<file path="config.mk">
export PLATFORM = sky130hd
export DESIGN_NAME = jtag_tap_ctrl
export DESIGN_NICKNAME = d
export VERILOG_FILES = /design/src/rtl/jtag_tap_ctrl_pkg.sv /design/src/rtl/jtag_tap_fsm.sv /design/src/rtl/jtag_tap_ctrl.sv
export SDC_FILE = /design/constraint.sdc
export NUM_CORES = 1
export LEC_CHECK = 0
export CORE_MARGIN = 2
export CORE_UTILIZATION = 51
export DETAILED_ROUTE_END_ITERATION = 7
export PLACE_DENSITY = 0.81
export SLEW_MARGIN = 20
export SYNTH_ARGS = -nofsm -noshare
export SYNTH_HDL_FRONTEND = slang
export SYNTH_SLANG_ARGS = --single-unit
</file>
<file path="constraint.sdc">
create_clock -name tck -period 1.3 [get_ports tck]
set_clock_uncertainty 0.1 [all_clocks]
set_input_delay 0.195 -clock tck [delete_from_list [all_inputs] [get_ports tck]]
set_output_delay 0.195 -clock tck [all_outputs]
set_load 0.1 [all_outputs]
</file>
<file path="src/rtl/jtag_tap_ctrl_pkg.sv">
// Shared JTAG TAP constants: IR width, opcodes and 1149.1 state encodings.
// Imported by the controller, its FSM and the bench.
package jtag_tap_ctrl_pkg;

  localparam int IR_LENGTH = 4;

  localparam logic [IR_LENGTH-1:0] EXTEST = 4'h0;
  localparam logic [IR_LENGTH-1:0] SCAN_N = 4'h1;
  localparam logic [IR_LENGTH-1:0] IDCODE = 4'h2;
  localparam logic [IR_LENGTH-1:0] BYPASS = 4'hF;

  typedef enum logic [3:0] {
    TAP_EXIT2_DR  = 4'h0,
    TAP_EXIT1_DR  = 4'h1,
    TAP_SHIFT_DR  = 4'h2,
    TAP_PAUSE_DR  = 4'h3,
    TAP_SEL_IR    = 4'h4,
    TAP_UPDATE_DR = 4'h5,
    TAP_CAPT_DR   = 4'h6,
    TAP_SEL_DR    = 4'h7,
    TAP_EXIT2_IR  = 4'h8,
    TAP_EXIT1_IR  = 4'h9,
    TAP_SHIFT_IR  = 4'hA,
    TAP_PAUSE_IR  = 4'hB,
    TAP_RTI       = 4'hC,
    TAP_UPDATE_IR = 4'hD,
    TAP_CAPT_IR   = 4'hE,
    TAP_TLR       = 4'hF
  } tap_state_t;

endpackage

</file>
<file path="src/rtl/jtag_tap_fsm.sv">
// 16-state 1149.1 TAP state machine with registered state decodes.
// state_nxt is exposed so the IR can load IDCODE on entry to TLR.
module jtag_tap_fsm
  import jtag_tap_ctrl_pkg::*;
(
  input  logic       tck,
  input  logic       reset_,
  input  logic       tms,
  output tap_state_t state,
  output tap_state_t state_nxt,
  output logic       test_logic_reset,
  output logic       run_test_idle,
  output logic       capture_dr,
  output logic       shift_dr,
  output logic       update_dr,
  output logic       capture_ir,
  output logic       shift_ir,
  output logic       update_ir
);

  always_comb begin
    state_nxt = TAP_TLR;
    unique case (state)
      TAP_TLR:       state_nxt = tms ? TAP_TLR      : TAP_RTI;
      TAP_RTI:       state_nxt = tms ? TAP_SEL_DR   : TAP_RTI;
      TAP_SEL_DR:    state_nxt = tms ? TAP_SEL_IR   : TAP_CAPT_DR;
      TAP_CAPT_DR:   state_nxt = tms ? TAP_EXIT1_DR : TAP_SHIFT_DR;
      TAP_SHIFT_DR:  state_nxt = tms ? TAP_EXIT1_DR : TAP_SHIFT_DR;
      TAP_EXIT1_DR:  state_nxt = tms ? TAP_UPDATE_DR : TAP_PAUSE_DR;
      TAP_PAUSE_DR:  state_nxt = tms ? TAP_EXIT2_DR : TAP_PAUSE_DR;
      TAP_EXIT2_DR:  state_nxt = tms ? TAP_UPDATE_DR : TAP_SHIFT_DR;
      TAP_UPDATE_DR: state_nxt = tms ? TAP_SEL_DR   : TAP_RTI;
      TAP_SEL_IR:    state_nxt = tms ? TAP_TLR      : TAP_CAPT_IR;
      TAP_CAPT_IR:   state_nxt = tms ? TAP_EXIT1_IR : TAP_SHIFT_IR;
      TAP_SHIFT_IR:  state_nxt = tms ? TAP_EXIT1_IR : TAP_SHIFT_IR;
      TAP_EXIT1_IR:  state_nxt = tms ? TAP_UPDATE_IR : TAP_PAUSE_IR;
      TAP_PAUSE_IR:  state_nxt = tms ? TAP_EXIT2_IR : TAP_PAUSE_IR;
      TAP_EXIT2_IR:  state_nxt = tms ? TAP_UPDATE_IR : TAP_SHIFT_IR;
      TAP_UPDATE_IR: state_nxt = tms ? TAP_SEL_DR   : TAP_RTI;
      default:       state_nxt = TAP_TLR;
    endcase
  end

  // Decodes are registered from state_nxt so they track state exactly.
  always_ff @(posedge tck) begin
    if (!reset_) begin
      state            <= TAP_TLR;
      test_logic_reset <= 1'b1;
      run_test_idle    <= 1'b0;
      capture_dr       <= 1'b0;
      shift_dr         <= 1'b0;
      update_dr        <= 1'b0;
      capture_ir       <= 1'b0;
      shift_ir         <= 1'b0;
      update_ir        <= 1'b0;
    end else begin
      state            <= state_nxt;
      test_logic_reset <= (state_nxt == TAP_TLR);
      run_test_idle    <= (state_nxt == TAP_RTI);
      capture_dr       <= (state_nxt == TAP_CAPT_DR);
      shift_dr         <= (state_nxt == TAP_SHIFT_DR);
      update_dr        <= (state_nxt == TAP_UPDATE_DR);
      capture_ir       <= (state_nxt == TAP_CAPT_IR);
      shift_ir         <= (state_nxt == TAP_SHIFT_IR);
      update_ir        <= (state_nxt == TAP_UPDATE_IR);
    end
  end

endmodule

</file>
<file path="src/rtl/jtag_tap_ctrl.sv">
// JTAG TAP controller: IR, BYPASS and IDCODE registers plus TDO retiming.
// DR strobes go downstream for every instruction; ir qualifies them there.
module jtag_tap_ctrl
  import jtag_tap_ctrl_pkg::*;
#(
  parameter int          IR_BITS      = IR_LENGTH,
  parameter logic [31:0] IDCODE_VALUE = 32'h1000_0001
) (
  input  logic               tck,
  input  logic               reset_,
  input  logic               tms,
  input  logic               tdi,
  output logic               tdo,
  output logic               tdo_oe,
  input  logic               tdo_i,
  output logic [IR_BITS-1:0] ir,
  output logic               capture_dr,
  output logic               shift_dr,
  output logic               update_dr,
  output logic               test_logic_reset,
  output logic               run_test_idle
);

  localparam logic [IR_BITS-1:0] OP_IDCODE = IR_BITS'(IDCODE);
  localparam logic [IR_BITS-1:0] OP_EXTEST = IR_BITS'(EXTEST);
  localparam logic [IR_BITS-1:0] OP_SCAN_N = IR_BITS'(SCAN_N);
  localparam logic [IR_BITS-1:0] IR_CAPT   = IR_BITS'(2'b01);
  localparam logic [31:0]        ID_CAPT   = {IDCODE_VALUE[31:1], 1'b1};

  tap_state_t         state;
  tap_state_t         state_nxt;
  logic               capture_ir;
  logic               shift_ir;
  logic               update_ir;
  logic [IR_BITS-1:0] ir_sr;
  logic               bypass_q;
  logic [31:0]        idcode_sr;
  logic               rst_seen_n;
  logic               sel_id;
  logic               sel_ext;
  logic               tdo_nxt;

  jtag_tap_fsm u_fsm (
    .tck              (tck),
    .reset_           (reset_),
    .tms              (tms),
    .state            (state),
    .state_nxt        (state_nxt),
    .test_logic_reset (test_logic_reset),
    .run_test_idle    (run_test_idle),
    .capture_dr       (capture_dr),
    .shift_dr         (shift_dr),
    .update_dr        (update_dr),
    .capture_ir       (capture_ir),
    .shift_ir         (shift_ir),
    .update_ir        (update_ir)
  );

  always_ff @(posedge tck) begin
    if (!reset_) begin
      ir        <= OP_IDCODE;
      ir_sr     <= '0;
      bypass_q  <= 1'b0;
      idcode_sr <= ID_CAPT;
    end else begin
      if (capture_ir)
        ir_sr <= IR_CAPT;
      else if (shift_ir)
        ir_sr <= {tdi, ir_sr[IR_BITS-1:1]};
      if (state_nxt == TAP_TLR)
        ir <= OP_IDCODE;
      else if (update_ir)
        ir <= ir_sr;
      if (capture_dr) begin
        bypass_q  <= 1'b0;
        idcode_sr <= ID_CAPT;
      end else if (shift_dr) begin
        bypass_q  <= tdi;
        idcode_sr <= {tdi, idcode_sr[31:1]};
      end
    end
  end

  assign sel_id  = (ir == OP_IDCODE);
  assign sel_ext = (ir == OP_EXTEST) || (ir == OP_SCAN_N);

  always_comb begin
    tdo_nxt = 1'b0;
    unique case (1'b1)
      shift_ir:                       tdo_nxt = ir_sr[0];
      shift_dr && sel_id:             tdo_nxt = idcode_sr[0];
      shift_dr && sel_ext:            tdo_nxt = tdo_i;
      shift_dr && !sel_id && !sel_ext: tdo_nxt = bypass_q;
      default:                        tdo_nxt = 1'b0;
    endcase
  end

  // Lets the falling-edge flops see a reset taken on the previous rising edge.
  always_ff @(posedge tck) begin
    rst_seen_n <= reset_;
  end

  always_ff @(negedge tck) begin
    if (!rst_seen_n) begin
      tdo    <= 1'b0;
      tdo_oe <= 1'b0;
    end else begin
      tdo    <= tdo_nxt;
      tdo_oe <= shift_ir | shift_dr;
    end
  end

endmodule

</file>
==> impl_results.md, run 1 <==
- Layout cells sized above 1: 26.4%
- Distinct cells, synth: 37
- Later-pin clock latency in the skew report: 0.31 ns
- Synthesized area per cell: 10.5 sq um
- Final ANT Viol Nets: 0
- DR DRC count: 0
- Leak: 1.02 nW
- Violated checks: setup timing
- Synth-to-Final Area Change: 30.9%
- Core area: 0.00394 sq mm
- WL/cell: 12.9 microns
- Type of origin of the critical path: flop
- Crit end category: output pin
- Clk buf depth: 2
- Post-Layout Cell Count: 281
- Pre-CTS WS: -0.586 ns
- # H-tree levels: 2
- Port Buffer Count: 15
- Die W: 67.4 microns
- Final Worst Setup Slack: -0.513 ns
- Total design power: 0.00293 W
- Vias in the first global route: 1263
- Yosys warnings: 0
- Dominant cells by area after synthesis: dfxtp_1 54%, mux2i_1 19%, nor2_1 6.2%
- Diode count: 0
- Cell count after placement: 266
- Die ar.: 0.00455 sq mm
- Psw: 0.000723 W
- Number of synthesized flops with an enable pin: 0
- TritonCTS clock tree: yes
- Sequential Power Share: 58.9%
- Final Core Density: 68.1%
- Internal: 0.00220 W
- Critical path class: flop to output pin
- Initial Utilization: 52.0%
- Clk slew on worst S/H paths: 0.10 ns
- Sw Ratio: 24.7%
- Cells along the critical path: buf_12
- Delay-heaviest family, CP: flip-flops
- Cell taking the most area after synthesis: dfxtp_1
- DP Wirelength: 2410 microns
- Required @ worst endpoint: 1.00 ns
- Power per cell area: 1090 mW/mm^2
- Nets: 235
- FP Rows: 23
- Synthesized Nets: 200
- Async SR Flop Fraction: 0%
- Die Y: 67.4 microns
- Slew headroom: 79.4%
- Status: finished with violations
- Largest net degree at the start of global routing: 18
- Via density: 5.11
- Synth Register Bits: 55
- Setup violators final: 6
- Worst Path Arrival: 1.52 ns
- Syn Inst Count: 195
- Max IR drop VDD: 0.720 mV
- Number of DRC markers in iteration 0: 36
- Global-route wire length before repair: 5560 microns
- Hold WS: 0.372 ns
- Vias: 1435
- Synth top area share: 53.7%
- Initial antenna violation count: 0
- CP Max Fanout: 1
- GRT Total Usage: 16.9%
- Hold Crit Class: flop to flop
- Worst-Margin Slew: 0.307 ns
- Slew Limit Fails: 0
- Clk sinks: 55
- Synth Flop Type: dfxtp_1
- Routability cong.: 0.782
- RSZ-0062 raised after global routing: true
- Clk pwr share: 31.8%
- Final hold violation count: 0
- CP peak stage delay: 0.34 ns
- Worst path slowest cell: dfxtp_4
- CTS Buf Count: 5
- Mapped Area: 0.00205 sq mm
- First-pass detailed-route iteration total: 4
- # IOs: 16
- Max-cap violations: 0
- WP buf/inv: 1
- R2R setup slack: -0.44 ns
- Root Driver: clkbuf_8
- Seq/Total Area, Yosys: 53.7%
- GRT overflow: 0
- Final WL: 3630 microns
- Logic pwr share: 9.3%
-- Yosys cell counts, types with 3 or more instances --
cell type  number
buf_2           5
nand2b_1        4
inv_1           5
dfxtp_1        55
nor2b_1         4
mux2i_1        38
a211o_1         3
clkbuf_1        6
nor3b_1         3
nand2_1         5
o21ai_0         3
nor2_1         34
-- stage by stage --
stage	TNS (ns)	area, sq um
finish	-1.65	2690
floorplan	-4.27	2100
detailed placement	-6.57	2470
CTS	-1.63	2660
global route	-1.81	2690
global placement	-5.60	2470
-- layout make-up --
class | count | area (sq um)
inverters | 4 | 15.0
repair buffers | 40 | 514
flip-flops and latches | 55 | 1130
fillers | 291 | 1260
well taps | 50 | 62.6
clock buffers | 6 | 72.6
multi-input cells | 122 | 870
clock inverters | 4 | 20.0
-- timing repair --
| item | in CTS | in global routing |
|---|---|---|
| setup endpoints to repair | 37 | 14 |
| setup buffers | 3 | 2 |
| gates cloned | 1 | 0 |
| pin swaps | 1 | 3 |
| gates resized for setup | 10 | 8 |
| hold buffers | 0 | 0 |
-- placed cells by master, fill, tap and decap left out, types with 2 or more instances in the layout --
cell type        instances
dfxtp_1                 44
mux2i_1                 38
nor2_1                  34
buf_4                   19
buf_12                  10
dfxtp_4                  7
inv_1                    6
nand2_1                  5
clkbuf_8                 5
nor2b_1                  4
nand2b_1                 4
clkdlybuf4s50_1          4
dfxtp_2                  4
a211o_1                  3
o21ai_0                  3
nor3b_1                  3
buf_16                   3
buf_6                    3
o21a_1                   2
and2b_2                  2
nor3_1                   2
-- power groups by stage --
stage	Combinational [W]	Sequential, W	Clock [W]
after floorplan	0.000132	0.00180	0.0000144
after global placement	0.000259	0.00176	0.0000144
after detailed placement	0.000263	0.00176	0.0000144
after CTS	0.000268	0.00172	0.000959
after global routing	0.000290	0.00173	0.00102
final	0.000273	0.00172	0.000931
-- registers in the layout, summed over array words and instances, names as in the netlist --
name / flops
u_fsm.capture_ir: 1
u_fsm.shift_dr: 1
u_fsm.shift_ir: 1
tdo: 1
ir_sr: 4
u_fsm.update_ir: 1
tdo_oe: 1
idcode_sr: 31
bypass_q: 1
ir: 4
u_fsm.test_logic_reset: 1
u_fsm.run_test_idle: 1
u_fsm.state: 4
u_fsm.capture_dr: 1
u_fsm.update_dr: 1
rst_seen_n: 1
-- metal layers --
metal | global-route usage, % | part of all wire, % | up-vias
met5 | 0 | 0 | -
met4 | 8.42 | 2.2 | 0
met3 | 6.00 | 3.2 | 10
met2 | 27.8 | 49 | 24
met1 | 19.5 | 45 | 666
li1 | - | - | 735
-- logic make-up (layout without fill, tap and decap cells) --
family / count (synthesis) / in the layout / synth area share, %
flops: 55 / 55 / 53.7
buf+inv: 18 / 54 / 4.33
simple gates: 64 / 64 / 15.9
compound gates: 18 / 18 / 6.59
mux: 39 / 39 / 19.1
fa+ha+maj: 1 / 1 / 0.488
-- path summary, 6_finish.rpt --
path                                                   from                     to  cells past startpoint
worst max-delay path                      tdo_oe$_SDFF_NN0_                 tdo_oe                      1
worst min-delay path            u_fsm.capture_ir$_SDFF_PN0_  ir_sr[0]$_SDFFE_PN0P_                      1
worst max register to register           ir[0]$_SDFFE_PP0P_         tdo$_SDFF_NN0_                      3
worst min register to register  u_fsm.capture_ir$_SDFF_PN0_  ir_sr[0]$_SDFFE_PN0P_                      1
-- worst reg2reg max path, cell delays in order (launching register included) --
cell and delay, ns:
dfxtp_4 0.36, a211o_1 0.31, a32oi_1 0.18, a21boi_1 0.08
Note: power is estimated with default switching activity, not from simulation.
==> run 2, diff against run 1 <==
--- a/config.mk
+++ b/config.mk
@@ -5,10 +5,11 @@
 export SDC_FILE = /design/constraint.sdc
 export NUM_CORES = 1
 export LEC_CHECK = 0
+export CAP_MARGIN = 20
 export CORE_MARGIN = 2
-export CORE_UTILIZATION = 51
+export CORE_UTILIZATION = 45
 export DETAILED_ROUTE_END_ITERATION = 7
-export PLACE_DENSITY = 0.81
+export PLACE_DENSITY = 0.74
 export SLEW_MARGIN = 20
 export SYNTH_ARGS = -nofsm -noshare
 export SYNTH_HDL_FRONTEND = slang
==> run 2 against run 1 <==
The flow still finishes with violations (setup timing). Sequential share of layout area up 0.098 points. Highest routed layer unchanged. Setup slack worse by 0.0038 ns. Clock-buffer cell count up 1. Global-route usage down 1.3 points. Largest cell class unchanged. Sequential cell count unchanged. Critical endpoint is now tdo. Register-to-register slack about the same. Sequential power about the same.
==> impl_results.md, run 2 (synthesis results as in run 1) <==
- Final WL: 3550 microns (was 3630 microns)
- Setup violators final: 5 (was 6)
- Power per cell area: 1090 mW/mm^2 (about the same)
- Synth-to-Final Area Change: 30.6% (was 30.9%)
- Final hold violation count: 0 (unchanged)
- # IOs: 16 (unchanged)
- Diode count: 0 (unchanged)
- Root Driver: clkbuf_8 (unchanged)
- Clk sinks: 55 (unchanged)
- Port Buffer Count: 15 (unchanged)
- Most frequent cells in the layout: 44 x dfxtp_1, 38 x mux2i_1, 34 x nor2_1, 20 x buf_4, 11 x buf_12 (was 44 x dfxtp_1, 38 x mux2i_1, 34 x nor2_1, 19 x buf_4, 10 x buf_12)
- DR DRC count: 0 (unchanged)
- Via density: 4.95 (was 5.11)
- Die ar.: 0.00512 sq mm (was 0.00455 sq mm)
- FP Rows: 24 (was 23)
- Type of origin of the critical path: flop (unchanged)
- Max-cap violations: 0 (unchanged)
- Max IR drop VDD: 1.15 mV (was 0.720 mV)
- Layout cells sized above 1: 25.7% (was 26.4%)
- Worst-Margin Slew: 0.358 ns (was 0.307 ns)
- Vias in the first global route: 1422 (was 1263)
- Final Worst Setup Slack: -0.516 ns (was -0.513 ns)
- Clk slew on worst S/H paths: 0.09 ns (was 0.10 ns)
- WL/cell: 12.6 microns (was 12.9 microns)
- Number of DRC markers in iteration 0: 53 (was 36)
- Hold Crit Class: flop to flop (unchanged)
- First-pass detailed-route iteration total: 4 (unchanged)
- Die Y: 71.5 microns (was 67.4 microns)
- Largest net degree at the start of global routing: 18 (unchanged)
- Worst path slowest cell: dfxtp_2 (was dfxtp_4)
- WP buf/inv: 1 (unchanged)
- Routability cong.: 0.851 (was 0.782)
- GRT overflow: 0 (unchanged)
- Die W: 71.5 microns (was 67.4 microns)
- Critical path class: flop to output pin (unchanged)
- Delay-heaviest family, CP: flip-flops (unchanged)
- DP Wirelength: 2410 microns (about the same)
- TritonCTS clock tree: yes (unchanged)
- CP peak stage delay: 0.34 ns (about the same)
- # H-tree levels: 2 (unchanged)
- Worst Path Arrival: 1.52 ns (about the same)
- Setup TNS Final: -1.57 ns (was -1.65 ns)
- CTS Buf Count: 5 (unchanged)
- Violated checks: setup timing (unchanged)
- Slew headroom: 75.5% (was 79.4%)
- Most common cell after layout, fill and taps aside: dfxtp_1 (unchanged)
- Initial antenna violation count: 0 (unchanged)
- Clk buf depth: 2 (unchanged)
- Core area: 0.00438 sq mm (was 0.00394 sq mm)
- Required @ worst endpoint: 1.00 ns (about the same)
- RSZ-0062 raised after global routing: true (unchanged)
- GRT Total Usage: 15.6% (was 16.9%)
- Final ANT Viol Nets: 0 (unchanged)
- Max reg flops: 31 (unchanged)
- Cells along the critical path: buf_12 (unchanged)
- Hold WS: 0.371 ns (was 0.372 ns)
- Status: finished with violations (unchanged)
- Nets: 234 (was 235)
- Later-pin clock latency in the skew report: 0.30 ns (was 0.31 ns)
- Crit end category: output pin (unchanged)
- CTS Hold Bufs: 0 (unchanged)
- Largest Register: idcode_sr (unchanged)
- CP Max Fanout: 1 (unchanged)
- Vias: 1395 (was 1435)
- Global-route wire length before repair: 6340 microns (was 5560 microns)
- Leak: 1.01 nW (was 1.02 nW)
- Initial Utilization: 46.8% (was 52.0%)
- Slew Limit Fails: 0 (unchanged)
-- run 2: changes by cell type in the layout (fill, tap and decap cells not counted), sizes merged --
cell,before,now
buf,36,34
bufbuf,0,1
clkinv,2,1
clkbuf,6,7
-- run 2: area by class of cell --
type,instances,area [sq um]
Multi-Input combinational cell,122,870
Timing Repair Buffer,39,509
Clock buffer,7,76.3
Inverter,4,15.0
Sequential cell,55,1130
Fill cell,353,1700
Clock inverter,3,12.5
Tap cell,52,65.1
-- run 2: stage by stage --
stage	instances	worst slack [ns]	power [W]	utilization, %	cell area, sq um
CTS	282	-0.510	0.00293	60.9	2670
detailed placement	269	-0.551	0.00204	56.6	2480
finish	282	-0.516	0.00291	61.1	2680
global placement	269	-0.549	0.00204	56.6	2480
floorplan	195	-0.572	0.00195	-	2100
global route	282	-0.554	0.00304	61.1	2680
-- run 2: layer usage --
layer  vias to the layer above  share of wire (%)  global-route usage, %
met5                         -                  0                      0
met4                         0                1.2                   6.29
met3                         5                2.8                   4.36
met2                        11                 48                   25.7
met1                       650                 48                   19.3
li1                        729                  -                      -
-- run 2: repair_timing --
| item | CTS | global route |
|---|---|---|
| buffers inserted | 3 | 0 |
| resized for setup | 11 | 4 |
| endpoints found under the setup margin | 39 | 15 |
| pin swaps | 2 | 0 |
| gates cloned | 1 | 0 |
-- run 2: where the power goes --
| part | internal, W | switching, W |
|---|---|---|
| clock | 0.000387 | 0.000530 |
| sequential | 0.00170 | 0.0000274 |
| combinational | 0.000125 | 0.000150 |
-- run 2: path summary, 6_finish.rpt --
path | startpoint | end | slack, ns | depth (start not counted)
max reg2reg | ir[0]$_SDFFE_PP0P_ | tdo$_SDFF_NN0_ | -0.43 | 3
min | u_fsm.capture_ir$_SDFF_PN0_ | ir_sr[0]$_SDFFE_PN0P_ | 0.37 | 1
min reg2reg | u_fsm.capture_ir$_SDFF_PN0_ | ir_sr[0]$_SDFFE_PN0P_ | 0.37 | 1
max | tdo$_SDFF_NN0_ | tdo | -0.52 | 1
